==> src/rtl/rd_arbiter_pkg.sv <==
// Shared constants for the two-requester read arbiter: request types,
// FSM state encodings, burst owner codes and the line-compare helper.
package rd_arbiter_pkg;

  localparam logic [2:0] RD_TYPE_WORD = 3'b010;
  localparam logic [2:0] RD_TYPE_LINE = 3'b100;

  localparam logic [1:0] ST_IDLE = 2'd0;
  localparam logic [1:0] ST_REQ  = 2'd1;
  localparam logic [1:0] ST_DATA = 2'd2;

  localparam logic OWNER_IC = 1'b0;
  localparam logic OWNER_DM = 1'b1;

  // True when a and b fall in the same cache line; mask keeps the line-index bits.
  function automatic logic same_line(input logic [31:0] a, input logic [31:0] b,
                                     input logic [31:0] mask);
    return ((a ^ b) & mask) == 32'd0;
  endfunction

endpackage

==> src/rtl/rd_arbiter.sv <==
// Arbitrates icache refills and data-side reads onto the single AXI read
// bridge, one burst at a time, with write-buffer hazard hold and anti-starvation.
//
// state   | meaning
// IDLE    | no burst in flight; same-cycle grant to ic or dm
// REQ     | bus_rd_req high with latched type/addr, waiting for bus_rd_rdy
// DATA    | forwarding return beats to owner until the last beat
module rd_arbiter
  import rd_arbiter_pkg::*;
#(
  parameter int STARVE_LIMIT = 4,
  parameter int LINE_OFS     = 4
) (
  input  logic        clk,
  input  logic        rst,
  input  logic        ic_rd_req,
  input  logic [2:0]  ic_rd_type,
  input  logic [31:0] ic_rd_addr,
  output logic        ic_rd_rdy,
  output logic        ic_ret_valid,
  input  logic        dm_rd_req,
  input  logic [2:0]  dm_rd_type,
  input  logic [31:0] dm_rd_addr,
  output logic        dm_rd_rdy,
  output logic        dm_ret_valid,
  output logic        ret_last,
  output logic [31:0] ret_data,
  input  logic        wb_busy,
  input  logic [31:0] wb_addr,
  output logic        bus_rd_req,
  output logic [2:0]  bus_rd_type,
  output logic [31:0] bus_rd_addr,
  input  logic        bus_rd_rdy,
  input  logic        bus_ret_valid,
  input  logic        bus_ret_last,
  input  logic [31:0] bus_ret_data
);

  localparam logic [3:0]  LIMIT     = 4'(STARVE_LIMIT);
  localparam logic [31:0] LINE_MASK = ~((32'd1 << LINE_OFS) - 32'd1);

  logic [1:0]  state_q,  state_d;
  logic        owner_q,  owner_d;
  logic [3:0]  streak_q, streak_d;
  logic [2:0]  type_q,   type_d;
  logic [31:0] addr_q,   addr_d;

  logic dm_haz, dm_ok, ic_ok, grant_ic, grant_dm, in_data;

  always_comb begin
    state_d   = state_q;
    owner_d   = owner_q;
    streak_d  = streak_q;
    type_d    = type_q;
    addr_d    = addr_q;
    ic_rd_rdy = 1'b0;
    dm_rd_rdy = 1'b0;

    // A dm read that hits a line still sitting in the write buffer must wait.
    dm_haz   = wb_busy && same_line(wb_addr, dm_rd_addr, LINE_MASK);
    dm_ok    = dm_rd_req && !dm_haz;
    ic_ok    = ic_rd_req;
    grant_ic = ic_ok && ((streak_q == LIMIT) || !dm_ok);
    grant_dm = !grant_ic && dm_ok;

    case (state_q)
      ST_IDLE: begin
        if (grant_ic) begin
          ic_rd_rdy = 1'b1;
          type_d    = ic_rd_type;
          addr_d    = ic_rd_addr;
          owner_d   = OWNER_IC;
          streak_d  = 4'd0;
          state_d   = ST_REQ;
        end else if (grant_dm) begin
          dm_rd_rdy = 1'b1;
          type_d    = dm_rd_type;
          addr_d    = dm_rd_addr;
          owner_d   = OWNER_DM;
          state_d   = ST_REQ;
          if (!ic_rd_req)
            streak_d = 4'd0;
          else if (streak_q != LIMIT)
            streak_d = streak_q + 4'd1;
        end
      end
      ST_REQ: begin
        if (bus_rd_rdy)
          state_d = ST_DATA;
      end
      ST_DATA: begin
        if (bus_ret_valid && bus_ret_last)
          state_d = ST_IDLE;
      end
      default: state_d = ST_IDLE;
    endcase
  end

  always_ff @(posedge clk) begin
    if (rst) begin
      state_q  <= ST_IDLE;
      owner_q  <= OWNER_IC;
      streak_q <= 4'd0;
      type_q   <= 3'd0;
      addr_q   <= 32'd0;
    end else begin
      state_q  <= state_d;
      owner_q  <= owner_d;
      streak_q <= streak_d;
      type_q   <= type_d;
      addr_q   <= addr_d;
    end
  end

  assign in_data      = (state_q == ST_DATA);
  assign bus_rd_req   = (state_q == ST_REQ);
  assign bus_rd_type  = type_q;
  assign bus_rd_addr  = addr_q;
  assign ic_ret_valid = in_data && bus_ret_valid && (owner_q == OWNER_IC);
  assign dm_ret_valid = in_data && bus_ret_valid && (owner_q == OWNER_DM);
  assign ret_last     = in_data && bus_ret_valid && bus_ret_last;
  assign ret_data     = bus_ret_data;

endmodule

==> config.mk <==
export PLATFORM = sky130hd
export DESIGN_NAME = rd_arbiter
export DESIGN_NICKNAME = d
export VERILOG_FILES = /design/src/rtl/rd_arbiter_pkg.sv /design/src/rtl/rd_arbiter.sv
export SDC_FILE = /design/constraint.sdc
export NUM_CORES = 1
export LEC_CHECK = 0
export BUFFER_PORTS_ARGS = -buffer_cell sky130_fd_sc_hd__buf_2
export CORE_ASPECT_RATIO = 0.8
export CORE_UTILIZATION = 41
export CTS_BUF_LIST = sky130_fd_sc_hd__clkbuf_2
export DETAILED_ROUTE_END_ITERATION = 7
export PLACE_DENSITY = 0.79
export SLEW_MARGIN = 20
export SYNTH_ARGS = -nofsm -noshare
export SYNTH_HDL_FRONTEND = slang
export SYNTH_SLANG_ARGS = --single-unit
==> constraint.sdc <==
create_clock -name clk -period 2.1 [get_ports clk]
set_clock_uncertainty 0.2 [all_clocks]
set_input_delay 0.105 -clock clk [delete_from_list [all_inputs] [get_ports clk]]
set_output_delay 0.105 -clock clk [all_outputs]
set_load 0.02 [all_outputs]
== After elaboration in Yosys (flattened, before gate mapping) ==
Cells that the tools add are included.
Word-level totals
  word-level logic and storage cells: 55
  input bits: 142
  register bits: 42
Operators by class
  equal/unequal tests: 8
  multiplexer cells: 20
  bitwise logic cells: 2
  add/subtract/negate cells: 1
  reduce and logical (&&, ||, !) cells: 19
Operators with widths (count)
  $mux 32: 2
  $logic_not 32->1: 1
  $xor 32x32->32: 1
  $mux 4: 4
  $logic_and 1x1->1: 9
  $mux 2: 4
  $mux 1: 7
  $mux 3: 2
  $pmux 2 s3: 1
  $reduce_and 3->1: 2
  $add 4x1->4 const B: 1
  $eq 4x3->1 const B: 1
  $ne 2x1->1 const B: 2
  $ne 4x3->1 const B: 1
  $logic_not 1->1: 3
  $ne 3x1->1 const B: 1
  $ne 3x3->1 const B: 1
  $eq 2x1->1 const B: 1
  $eq 2x2->1 const B: 1
  $logic_not 2->1: 1
  $reduce_and 2->1: 1
  $reduce_bool 2->1: 1
  $logic_or 1x1->1: 1
  $not 1->1: 1

== Logic depth before layout (Yosys ltp) ==
  depth after elaboration: 13
  mapped depth: 9
  depth with buffers taken out: 7

== Worst setup path before layout ==
OpenSTA, ideal clock, no wires.
  kind: register -> register
  from: register streak_q[0]
  to: register type_q[2] (netlist: bus_rd_type[2])
  data required time: 1.776 ns
  cell stages (with the launch flop): 10
  setup slack: 0.086 ns
  arrival: 1.690 ns
  cell sequence: dfxtp_1 -> inv_1 -> ha_1 -> nand3b_1 -> clkbuf_1 -> clkbuf_1 -> nor2_1 -> a221o_1 -> nor3_1 -> a21oi_1
Between the ends
  cells in the longest elaborated chain, start to end: 7
  elaborated cells between the ends (all ways): 8
Ends and longest elaborated chain
  start, declared: line rd_arbiter.sv:44  | logic [3:0] streak_q, streak_d;
  start signal, assigned: line rd_arbiter.sv:109  | streak_q <= streak_d;
  $eq 4x3->1 (*): line rd_arbiter.sv:63  | grant_ic = ic_ok && ((streak_q == LIMIT) || !dm_ok);
  $logic_or 1x1->1 (*): line rd_arbiter.sv:63
  $logic_and 1x1->1 (*): line rd_arbiter.sv:63
  $logic_not 1->1: line rd_arbiter.sv:64  | grant_dm = !grant_ic && dm_ok;
  $logic_and 1x1->1: line rd_arbiter.sv:64
  $reduce_bool 2->1 (no line)
  $reduce_and 2->1 (no line)
  end signal, assigned: line rd_arbiter.sv:110  | type_q <= type_d;
  end, declared: line rd_arbiter.sv:45  | logic [2:0] type_q, type_d;
Every way passes the cells marked *; elsewhere a longest branch is shown, timed or not.
A chain may end at the register's enable or synchronous reset.

== Worst setup path in the final report ==
  from: register streak_q[1]
  to: output port dm_rd_rdy
Between the ends
  cells in the longest elaborated chain, start to end: 8
Ends and longest elaborated chain
  $eq 4x3->1 (*): line rd_arbiter.sv:63
  $logic_or 1x1->1 (*): line rd_arbiter.sv:63
  $logic_and 1x1->1 (*): line rd_arbiter.sv:63
  $logic_not 1->1: line rd_arbiter.sv:64
  $logic_and 1x1->1: line rd_arbiter.sv:64
  $mux 1: line rd_arbiter.sv:75  | end else if (grant_dm) begin
  $mux 1 (*): line rd_arbiter.sv:68  | if (grant_ic) begin
  $mux 1 (*): line rd_arbiter.sv:66  | case (state_q)
  end, declared: line rd_arbiter.sv:24  | output logic dm_rd_rdy,
Marked as above.

==> reports/results.env <==
SYNTH.TOP_CELLS.BY_AREA='sky130_fd_sc_hd__dfxtp_1, sky130_fd_sc_hd__o211a_1, sky130_fd_sc_hd__o2111ai_1'
NUM_ROWS=30
LAYOUT.NETS=810
H-TREE-DEPTH=2
R2R_START='streak_q[1]'
DRV.MAX_CAP_VIOLATION_COUNT=0
LAYOUT-AREA-OVERHEAD-VS-SYNTH_PCT=44.2
R2R_CELLS=9
NUMBER_OF_FLOPS_MAPPED_TO_ENABLE_CELLS_BY_YOSYS=0
SYNTH_TOP_AREA_SHARE_PCT=22.9
GRT_REMAINING_OVERFLOW=0
SETUP.REG_TO_REG.WORST_SLACK_NS=0.06
WORST_R2R_ENDPOINT='bus_rd_addr[10]'
CRITICAL_PATH_CELL_COUNT=6
VIA_COUNT_OF_THE_FIRST_GLOBAL_ROUTING_PASS=4595
NUM_ANTENNA_CELLS=0
CORE_MM2=0.00860
MAPPEDNETLISTNETS=626
CRITPATHTOPFAMILY='buffers and inverters'
VIA_COUNT=4865
VIAS_PER_CELL=6.25
TOTAL_INSTANCE_COUNT_AFTER_DETAILED_PLACEMENT=699
IRDROPWORSTVDD_mV=0.302
POWERDENSITY_mW_PER_MM2=445
FINAL_INSTANCE_COUNT_WITHOUT_FILLER_CELLS=778
SYN_AREA_MM2=0.00367
RSZ0062_AT_GRT='yes'
GLOBALPLACE.CONGESTION=0.863
DRC=0
FINALPOWER_mW=2.35
NETLIST_INSTANCES=482
SLEW_HEADROOM_PCT=49.8
POST_SYNTH_NUM_CELL_TYPES=42
FLOORPLAN.DIE_AREA_MM2=0.00934
DRT-INITIAL-DRC-COUNT=377
TOTAL_LEAKAGE_POWER_nW=2.41
CRITICAL_PATH_FANOUTS_MAX=3
FRACTION_OF_LAYOUT_INSTANCES_USING_A_DRIVE_STRENGTH_ABOVE_1_PCT=33.2
SETUP.WORST_PATH.START='streak_q[1]'
WORSTSETUPSTARTPOINTTYPE='flop'
WORSTHOLDSTART='bus_ret_data[23]'
CTS_TREE='yes'
FILLERINSTANCES=715
CLKLATENCYLATEPIN_NS=0.39
WORST_SETUP_HOLD_PATH_CLK_SLEW_NS=0.21
POSTSYNTHREGISTERBITS=42
YOSYSWARNINGCOUNT=0
WL_PER_CELL_UM=18.8
GRT_FIRST_PASS_WIRELENGTH_MM=22.4
WORST_HOLD_PATH_TYPE='in -> out'
WORST-ENDPOINT-REQUIRED_NS=1.79
LAYOUT.CORE_UTILIZATION_PCT=61.6
DETAILEDPLACE.WORSTSLACK_NS=-0.246
MAX_CLOCK_FREQ_GHz=0.490
YOSYSSEQAREASHARE_PCT=22.9
CP-ENDPOINT='dm_rd_rdy'
CRITPATHMAXSTAGEDELAY_NS=0.38
DIE_WIDTH_UM=108
SETUP_VIOLATIONS=0
CTS.SINK_COUNT=42
SLEW_VIOL_FINAL=0
SYN-MEAN-INSTANCE-AREA_UM2=7.62
WORST_PIN_SLEW_NS=0.752
CRITICAL_PATH.ENDPOINT_TYPE='output pin'
MIN_PERIOD_NS=2.04
LAYOUT_WORST_PATH_CYCLE_SHARE_PCT=97.3
STATUS='completed'
SETUP.WORST_PATH.CLASS='reg -> out'
WORST-ENDPOINT-ARRIVAL_NS=1.74
TOTALWIRELENGTH_MM=14.6
CRIT_SLOWEST_CELL='sky130_fd_sc_hd__dfxtp_2'
TOP_LEVEL_PORTS=215
INITIAL_UTILIZATION_PCT=42.7
CP_CELL_SEQUENCE='inv_2 > ha_4 > nand3b_1 > buf_12 > o2111a_1 > buf_6'
GRT_MAX_DEGREE=51
TIMING.FINAL.HOLD_VIOLATIONS=0
TIMING.CRITICAL_PATH.BUF_INV=3
CTS_MADE_BUFFERS=5
SETUP_WS_NS=0.0577
INITIAL_ANTENNA_VIOLATION_COUNT=1
DIE_H_UM=86.7
NETLIST.TOP_CELL.BY_AREA='sky130_fd_sc_hd__dfxtp_1'
DETAILED_PLACE_HPWL_MM=9.43
GRT_USAGE_PCT=30.4
PLACE.PORT_BUFFERS=146
SYNTHARSTFLOPSHARE_PCT=0
ANT_NETS=0
ROOT_BUFFER='sky130_fd_sc_hd__clkbuf_2'
DRT-PASS1-ITER-COUNT=7
POSTSYNTH.TOPFLOPCELL='sky130_fd_sc_hd__dfxtp_1'
CLOCKBUFFERDEPTH=2
TIMING.SETUP.TNS_NS=0
layout make-up:
type	count	area, um2	area share [%]
Multi-Input combinational cell	349	2410	45.5
Timing Repair Buffer	260	1840	34.7
Sequential cell	42	843	15.9
Tap cell	112	140	2.65
Clock buffer	7	35.0	0.662
Inverter	8	30.0	0.567
worst min path at each step:
stage / endpoint / slack, ns / cells past startpoint
after floorplan: state_q[0] / -0.03 / 1
after global placement: ret_data[19] / 0.01 / 0
after detailed placement: ret_data[19] / 0.01 / 0
after CTS: bus_rd_addr[10] / 0.003 / 5
after global routing: bus_rd_addr[20] / 0.007 / 5
final: ret_data[23] / 0.01 / 0
flip-flops by register name, summed over array words and instances, names as in the netlist:
register and count:
bus_rd_addr 32, streak_q 4, bus_rd_type 3, state_q 2
owner_q 1
logic make-up after synthesis:
family                     synth area share, %
AOI/OAI and AO/OA                         37.8
adders and majority gates                0.681
xor gates and xnor gates                  6.68
and+or+nand+nor                           18.5
DFF                                       22.9
buffers and inverters                     13.5
stage by stage:
stage          hold WS (ns)  instance area (um2)
2_1_floorplan       -0.0259                 3670
3_5_place_dp         0.0101                 4430
6_report             0.0100                 5290
3_3_place_gp         0.0101                 4430
5_1_grt             0.00660                 5290
4_1_cts             0.00273                 5210
cells in the mapped netlist (all sizes together), types with 2 or more instances:
cell type  count
xor2          15
o211a         28
and3           2
nor2          38
nand4          6
o2111ai       30
o31ai         35
xnor2         13
and2           2
nand3b         7
inv            7
a21oi         48
a221o          3
nor4           4
a211oi         4
buf           43
o221ai         4
or3            2
ha             2
nor3b          4
nand2         41
nor2b          4
dfxtp         42
a221oi        24
nand3          8
nor3          16
clkbuf        40
timing repair:
item / 4_1_cts / 5_1_grt
hold buffers: 63 / 0
endpoints found under the setup margin: 2 / 36
pin swaps: 2 / 2
cloned: 2 / 0
endpoints found under the hold margin: 41 / 0
resized for setup: 5 / 14
setup buffers: 4 / 3
cell usage in the layout, fill, tap and decap left out, types with 3 or more instances in the layout:
cell	n
sky130_fd_sc_hd__buf_2	144
sky130_fd_sc_hd__dlygate4sd3_1	63
sky130_fd_sc_hd__a21oi_1	47
sky130_fd_sc_hd__buf_4	46
sky130_fd_sc_hd__nand2_1	40
sky130_fd_sc_hd__dfxtp_1	40
sky130_fd_sc_hd__nor2_1	37
sky130_fd_sc_hd__o31ai_1	35
sky130_fd_sc_hd__o2111ai_1	30
sky130_fd_sc_hd__o211a_1	28
sky130_fd_sc_hd__a221oi_1	22
sky130_fd_sc_hd__xor2_1	15
sky130_fd_sc_hd__nor3_1	15
sky130_fd_sc_hd__xnor2_1	13
sky130_fd_sc_hd__nand3_1	8
sky130_fd_sc_hd__nand3b_1	7
sky130_fd_sc_hd__clkbuf_2	7
sky130_fd_sc_hd__nand4_1	6
sky130_fd_sc_hd__inv_1	5
sky130_fd_sc_hd__nor2b_1	4
sky130_fd_sc_hd__nor3b_1	4
sky130_fd_sc_hd__a211oi_1	4
sky130_fd_sc_hd__o221ai_1	4
sky130_fd_sc_hd__nor4_2	3
sky130_fd_sc_hd__a221o_1	3
sky130_fd_sc_hd__buf_6	3
per-layer routing:
layer | vias to the layer above | part of all wire, % | routed length, um | GRT usage, %
met1 | 2228 | 39 | 5680 | 38.1
met4 | 2 | 3.4 | 493 | 12.2
li1 | 2189 | - | - | -
met3 | 62 | 11 | 1560 | 4.59
met5 | - | 0.069 | 10 | 0
met2 | 384 | 47 | 6860 | 52.2
where the power goes:
part           internal, mW  total (mW)  switching (mW)
combinational         0.471        1.05           0.576
sequential            0.891       0.949          0.0587
clock                0.0868       0.358           0.271
total                  1.45        2.35           0.906
(Power assumes the default switching activity.)
